<file path="src/rtl/ascii2dual_if.sv">
// Character stream in, parsed value out: the handshake and result bundle of ascii2dual.
// The slave modport is the parser side, the master modport the character source.
interface ascii2dual_if #(
    parameter int unsigned WIDTH = 14
);
    logic [7:0]       char_in;
    logic             char_valid;
    logic             char_ready;
    logic [WIDTH-1:0] value_out;
    logic [2:0]       digit_count;
    logic             valid_out;
    logic             error;

    modport slave (
        input  char_in,
        input  char_valid,
        output char_ready,
        output value_out,
        output digit_count,
        output valid_out,
        output error
    );

    modport master (
        output char_in,
        output char_valid,
        input  char_ready,
        input  value_out,
        input  digit_count,
        input  valid_out,
        input  error
    );
endinterface

</file>
<file path="src/rtl/ascii2dual.sv">
// ASCII decimal parser: accumulates up to DIGITS digits and emits the value on CR,
// with a one-cycle valid_out pulse or, for malformed/overlong input, a one-cycle error pulse.
module ascii2dual #(
    parameter int unsigned DIGITS = 4,
    parameter int unsigned WIDTH  = 14
) (
    input logic         clock,
    input logic         reset,
    ascii2dual_if.slave bus
);
    localparam int unsigned AccW     = WIDTH + 4;
    localparam logic [2:0]  MaxCount = 3'(DIGITS);

    typedef enum logic [2:0] {
        StIdle,
        StAccum,
        StDone,
        StErrDrain,
        StErrFlag
    } state_e;

    state_e           state_q, state_d;
    logic [AccW-1:0]  acc_q, acc_d;
    logic [2:0]       count_q, count_d;
    logic [WIDTH-1:0] value_q, value_d;
    logic [2:0]       digits_q, digits_d;

    logic            xfer, is_dig, is_sp, is_cr;
    logic [AccW-1:0] digit_ext, acc_times10;

    assign is_dig      = (bus.char_in >= 8'h30) && (bus.char_in <= 8'h39);
    assign is_sp       = (bus.char_in == 8'h20);
    assign is_cr       = (bus.char_in == 8'h0D);
    assign digit_ext   = AccW'(bus.char_in[3:0]);
    assign acc_times10 = (acc_q << 3) + (acc_q << 1);
    assign xfer        = bus.char_valid && bus.char_ready;

    always_comb begin
        state_d  = state_q;
        acc_d    = acc_q;
        count_d  = count_q;
        value_d  = value_q;
        digits_d = digits_q;
        unique case (state_q)
            StIdle: begin
                // Blanks and bare CRs are skipped so right-aligned display text parses cleanly
                if (xfer) begin
                    if (is_dig) begin
                        acc_d   = digit_ext;
                        count_d = 3'd1;
                        state_d = StAccum;
                    end else if (!is_sp && !is_cr) begin
                        state_d = StErrDrain;
                    end
                end
            end
            StAccum: begin
                if (xfer) begin
                    if (is_cr) begin
                        value_d  = acc_q[WIDTH-1:0];
                        digits_d = count_q;
                        state_d  = StDone;
                    end else if (is_dig && (count_q < MaxCount)) begin
                        acc_d   = acc_times10 + digit_ext;
                        count_d = count_q + 3'd1;
                    end else begin
                        state_d = StErrDrain;
                    end
                end
            end
            StErrDrain: begin
                if (xfer && is_cr) begin
                    state_d = StErrFlag;
                end
            end
            StDone, StErrFlag: begin
                acc_d   = '0;
                count_d = '0;
                state_d = StIdle;
            end
            default: state_d = StIdle;
        endcase
    end

    always_ff @(posedge clock or negedge reset) begin
        if (!reset) begin
            state_q  <= StIdle;
            acc_q    <= '0;
            count_q  <= '0;
            value_q  <= '0;
            digits_q <= '0;
        end else begin
            state_q  <= state_d;
            acc_q    <= acc_d;
            count_q  <= count_d;
            value_q  <= value_d;
            digits_q <= digits_d;
        end
    end

    assign bus.char_ready  = (state_q == StIdle) || (state_q == StAccum) ||
                             (state_q == StErrDrain);
    assign bus.valid_out   = (state_q == StDone);
    assign bus.error       = (state_q == StErrFlag);
    assign bus.value_out   = value_q;
    assign bus.digit_count = digits_q;
endmodule

</file>
<file path="src/flat_wrapper.sv">
// flat-port wrapper written by rule: the top's interface ports become plain ports
module ascii2dual_flat 
#(
    parameter int unsigned DIGITS = 4,
    parameter int unsigned WIDTH  = 14
)
  (clock, reset, bus_char_in, bus_char_valid, bus_char_ready, bus_value_out, bus_digit_count, bus_valid_out, bus_error);
  ascii2dual_if #(.WIDTH(WIDTH)) bus_i ();
  input logic clock;
  input logic reset;
  input wire logic [$bits(bus_i.char_in)-1:0] bus_char_in;
  input wire logic [$bits(bus_i.char_valid)-1:0] bus_char_valid;
  output wire logic [$bits(bus_i.char_ready)-1:0] bus_char_ready;
  output wire logic [$bits(bus_i.value_out)-1:0] bus_value_out;
  output wire logic [$bits(bus_i.digit_count)-1:0] bus_digit_count;
  output wire logic [$bits(bus_i.valid_out)-1:0] bus_valid_out;
  output wire logic [$bits(bus_i.error)-1:0] bus_error;
  assign bus_i.char_in = bus_char_in;
  assign bus_i.char_valid = bus_char_valid;
  assign bus_char_ready = bus_i.char_ready;
  assign bus_value_out = bus_i.value_out;
  assign bus_digit_count = bus_i.digit_count;
  assign bus_valid_out = bus_i.valid_out;
  assign bus_error = bus_i.error;
  ascii2dual #(.DIGITS(DIGITS), .WIDTH(WIDTH)) u_core (.clock(clock), .reset(reset), .bus(bus_i));
endmodule
</file>
<file path="config.mk">
export PLATFORM = sky130hd
export DESIGN_NAME = ascii2dual_flat
export DESIGN_NICKNAME = d
export VERILOG_FILES = /design/src/rtl/ascii2dual_if.sv /design/src/rtl/ascii2dual.sv /design/src/flat_wrapper.sv
export SDC_FILE = /design/constraint.sdc
export NUM_CORES = 1
export LEC_CHECK = 0
export ABC_AREA = 1
export CORE_ASPECT_RATIO = 1.25
export CORE_MARGIN = 3
export CORE_UTILIZATION = 45
export CTS_BUF_LIST = sky130_fd_sc_hd__clkbuf_4 sky130_fd_sc_hd__clkbuf_8
export DETAILED_ROUTE_END_ITERATION = 6
export MAX_ROUTING_LAYER = met4
export PLACE_DENSITY = 0.66
export SLEW_MARGIN = 20
export SYNTH_ARGS = -nofsm -noshare
export SYNTH_HDL_FRONTEND = slang
export SYNTH_SLANG_ARGS = --single-unit
</file>
<file path="constraint.sdc">
create_clock -name clock -period 3 [get_ports clock]
set_clock_uncertainty 0.1 [all_clocks]
set_input_delay 0.45 -clock clock [delete_from_list [all_inputs] [get_ports clock]]
set_output_delay 0.45 -clock clock [all_outputs]
set_load 0.01 [all_outputs]
</file>
==> key figures <==
Floorplan
  – Row cnt: 31
  – IO Count: 31
  – Die Footprint: 0.00706 sq mm
  – Core Region: slightly below 0.006 sq mm
  – Die height: 93.2 um
  – Initial Util: 0.468
  – Die Width: ~76 um

Hold path
  – Min-Delay Path Class: primary input to asynchronous set/reset pin

Clocking
  – Clock Path Buffers: 2
  – Root Buffer: clkbuf_8
  – # hold bufs at CTS: 0
  – CTS Buf Count: 5
  – Clock latency at the later pin of the worst-skew pair: 290 ps
  – CTS resizes: 0
  – H-Tree Depth: 2
  – Total setup buffers inserted after CTS: 0
  – Worst-path clk slew: 80 ps
  – TritonCTS clock tree: done
  – Sink Count: 37

Placed design
  – Gpl congestion: between 0.8 and 0.9
  – I/O Buffers: 30
  – Detailed Place HPWL: ~4600 um
  – Area post-placement: 0.00309 sq mm
  – Placed cell count: 464

Global routing
  – GRT Overall Usage: 0.192
  – Initial antenna violation count: 0
  – Pin count of the biggest net entering global routing: 38
  – Total global routing overflow: 0
  – First-pass GRT wire length: between 10,000 and 15,000 um
  – Vias in the first global route: 2,306

Outcome
  – Outcome: completed

Pwr
  – P per Cell Area: 671 mW/mm^2
  – Leakage Power: roughly 1.7 nW
  – Max VDD drop: 542 uV

Run
  – Max-cap violations: 0

Yosys
  – Post-Syn Area: about 0.0027 sq mm
  – Synth unique cells: 33
  – Ys flop type: dfrtp_1
  – Synthesis Warnings: 0
  – Synthesized flop and latch total: 37
  – Sequential fraction of the synthesis area: 0.338
  – Syn avg cell area: 7.69 sq um
  – Ys async rst share: 1.00
  – Post-synth EDFFs: 0
  – Mapped Cells: between 300 and 400
  – Syn Nets: 392

Timing
  – Total negative slack: 0 ps
  – Slew HR: 0.439
  – Final setup fails: 0
  – Period utilization: 0.876
  – Max Slew Vio Count: 0
  – Hold Fails Final Rpt: 0
  – RSZ-0062 raised after global routing: false
  – Worst slew pin tran: 841 ps
  – Period minus WS final: 2630 ps
  – Achievable Freq: 380 MHz

Layout
  – # fillers: ~590
  – Nets@finish: 425
  – Synth-to-Final Area Change: 17.1%
  – Finished Cell Area: 0.00321 sq mm
  – Finished Layout Cells: roughly 470
  – # diodes: 0
  – Utilization of the core after routing: 0.548
  – Share of cells above drive strength 1: 0.144

Drt
  – Initial drt markers: 126
  – DR vias/cell: about 4.9
  – DRT Wirelength: 5860 um
  – DR DRC count: 0
  – 1st-pass router iterations: 4
  – WL per Instance: ~12 um
  – Via Count: 2,294
  – ANT nets after route: 0

Critical path
  – CP required: 3090 ps
  – Critical path endpoint category: flop
  – Crit path arrival time: 2720 ps
  – CP max FO: 4
  – Critical Path Source Type: primary input
  – Critical path type: primary input to flop
==> Yosys cell counts, types with 2 or more instances <==
master | instances | area share
inv_2 | 2 | 0.0027
nand4_1 | 9 | 0.021
nor3_1 | 2 | 0.0037
nand3_2 | 7 | 0.026
o21ai_1 | 2 | 0.0037
ha_1 | 23 | 0.11
o21ai_2 | 18 | 0.058
xnor2_1 | 2 | 0.0064
nand2_1 | 126 | 0.17
inv_1 | 51 | 0.070
buf_6 | 5 | 0.021
or2_2 | 2 | 0.0046
dfrtp_1 | 37 | 0.34
nand3_1 | 18 | 0.033
nand2_2 | 5 | 0.011
a21oi_1 | 5 | 0.0091
o21ai_0 | 3 | 0.0055
nor2_4 | 2 | 0.0082
nand2_4 | 4 | 0.016
nor2_1 | 19 | 0.026
fa_1 | 2 | 0.015
==> worst max-delay path, cell delays in order <==
cell and delay, ps:
clkdlybuf4s50_1 520, inv_1 90, fa_1 590, inv_1 60, ha_1 300, nand3_1 90
nand3_1 100, nand2_1 80, nand2_1 60, or2_2 270, nand3_1 60, nand2_1 50
==> cell families after synthesis <==
| logic type | count (synthesis) | share of synthesized area |
|---|---|---|
| and+or+nand+nor | 202 | 0.356 |
| adders and majority gates | 25 | 0.120 |
| DFF | 37 | 0.338 |
| xor gates and xnor gates | 3 | 0.00960 |
| AOI/OAI and AO/OA | 29 | 0.0781 |
| buffers and inverters | 60 | 0.0982 |
==> path summary, 6_finish.rpt <==
check                                     startpoint                        end  slack (ps)  depth (start not counted)
max                                   bus_char_in[3]            u_core.acc_q[7]         370                         12
min                                            reset           u_core.acc_q[12]         150                          1
max reg2reg                          u_core.acc_q[0]           u_core.acc_q[10]         650                         11
min reg2reg                u_core.bus.digit_count[2]  u_core.bus.digit_count[2]         380                          2
max in group asynchronous                      reset          u_core.state_q[2]        2120                          1
min in group clock         u_core.bus.digit_count[2]  u_core.bus.digit_count[2]         380                          2
==> where the power goes <==
part	switching (mW)	leakage (nW)	internal, mW
Sequential	0.0738	0.506	0.558
Combinational	0.670	1.12	0.390
Clock	0.190	0.0574	0.270
==> routing by layer <==
| layer | wire length (um) | vias up | track usage | part of all wire |
|---|---|---|---|---|
| li1 | - | 1184 | - | - |
| met1 | 2360 | 1052 | 0.197 | 0.40 |
| met2 | 3160 | 45 | 0.346 | 0.54 |
| met3 | 197 | 13 | 0.0355 | 0.034 |
| met4 | 149 | 0 | 0.0802 | 0.025 |
| met5 | 0 | - | - | 0 |
==> per-stage QoR <==
stage	setup slack [ps]	hold slack (ps)	power (mW)
4_1_cts	391	182	2.18
3_3_place_gp	123	364	1.69
2_1_floorplan	671	54.4	1.43
5_1_grt	184	213	2.33
6_report	371	153	2.15
3_5_place_dp	77.3	368	1.71
==> final cells by class <==
| type | count | area [sq um] | share of cell area |
|---|---|---|---|
| timing repair buffer | 32 | 310 | 0.0967 |
| inverter | 54 | 205 | 0.0640 |
| clock inverter | 2 | 37.5 | 0.0117 |
| sequential | 37 | 926 | 0.289 |
| multi-input combinational | 259 | 1540 | 0.481 |
| tap | 82 | 103 | 0.0320 |
| clock buffer | 6 | 82.6 | 0.0257 |
==> state kept, by name, summed over array words and instances, names as in the netlist <==
signal and count:
u_core.bus.digit_count 3, u_core.bus.value_out 14, u_core.count_q 3, u_core.acc_q 14, u_core.state_q 3
==> cell usage in the layout, fill, tap and decap left out, drive strengths merged, types with 6 or more instances in the layout <==
| cell | n |
|---|---|
| nor2 | 22 |
| ha | 23 |
| o21ai | 23 |
| nand2 | 135 |
| clkdlybuf4s50 | 29 |
| clkbuf | 6 |
| dfrtp | 37 |
| nand3 | 26 |
| inv | 54 |
| nand4 | 10 |
(Power assumes the default switching activity.)
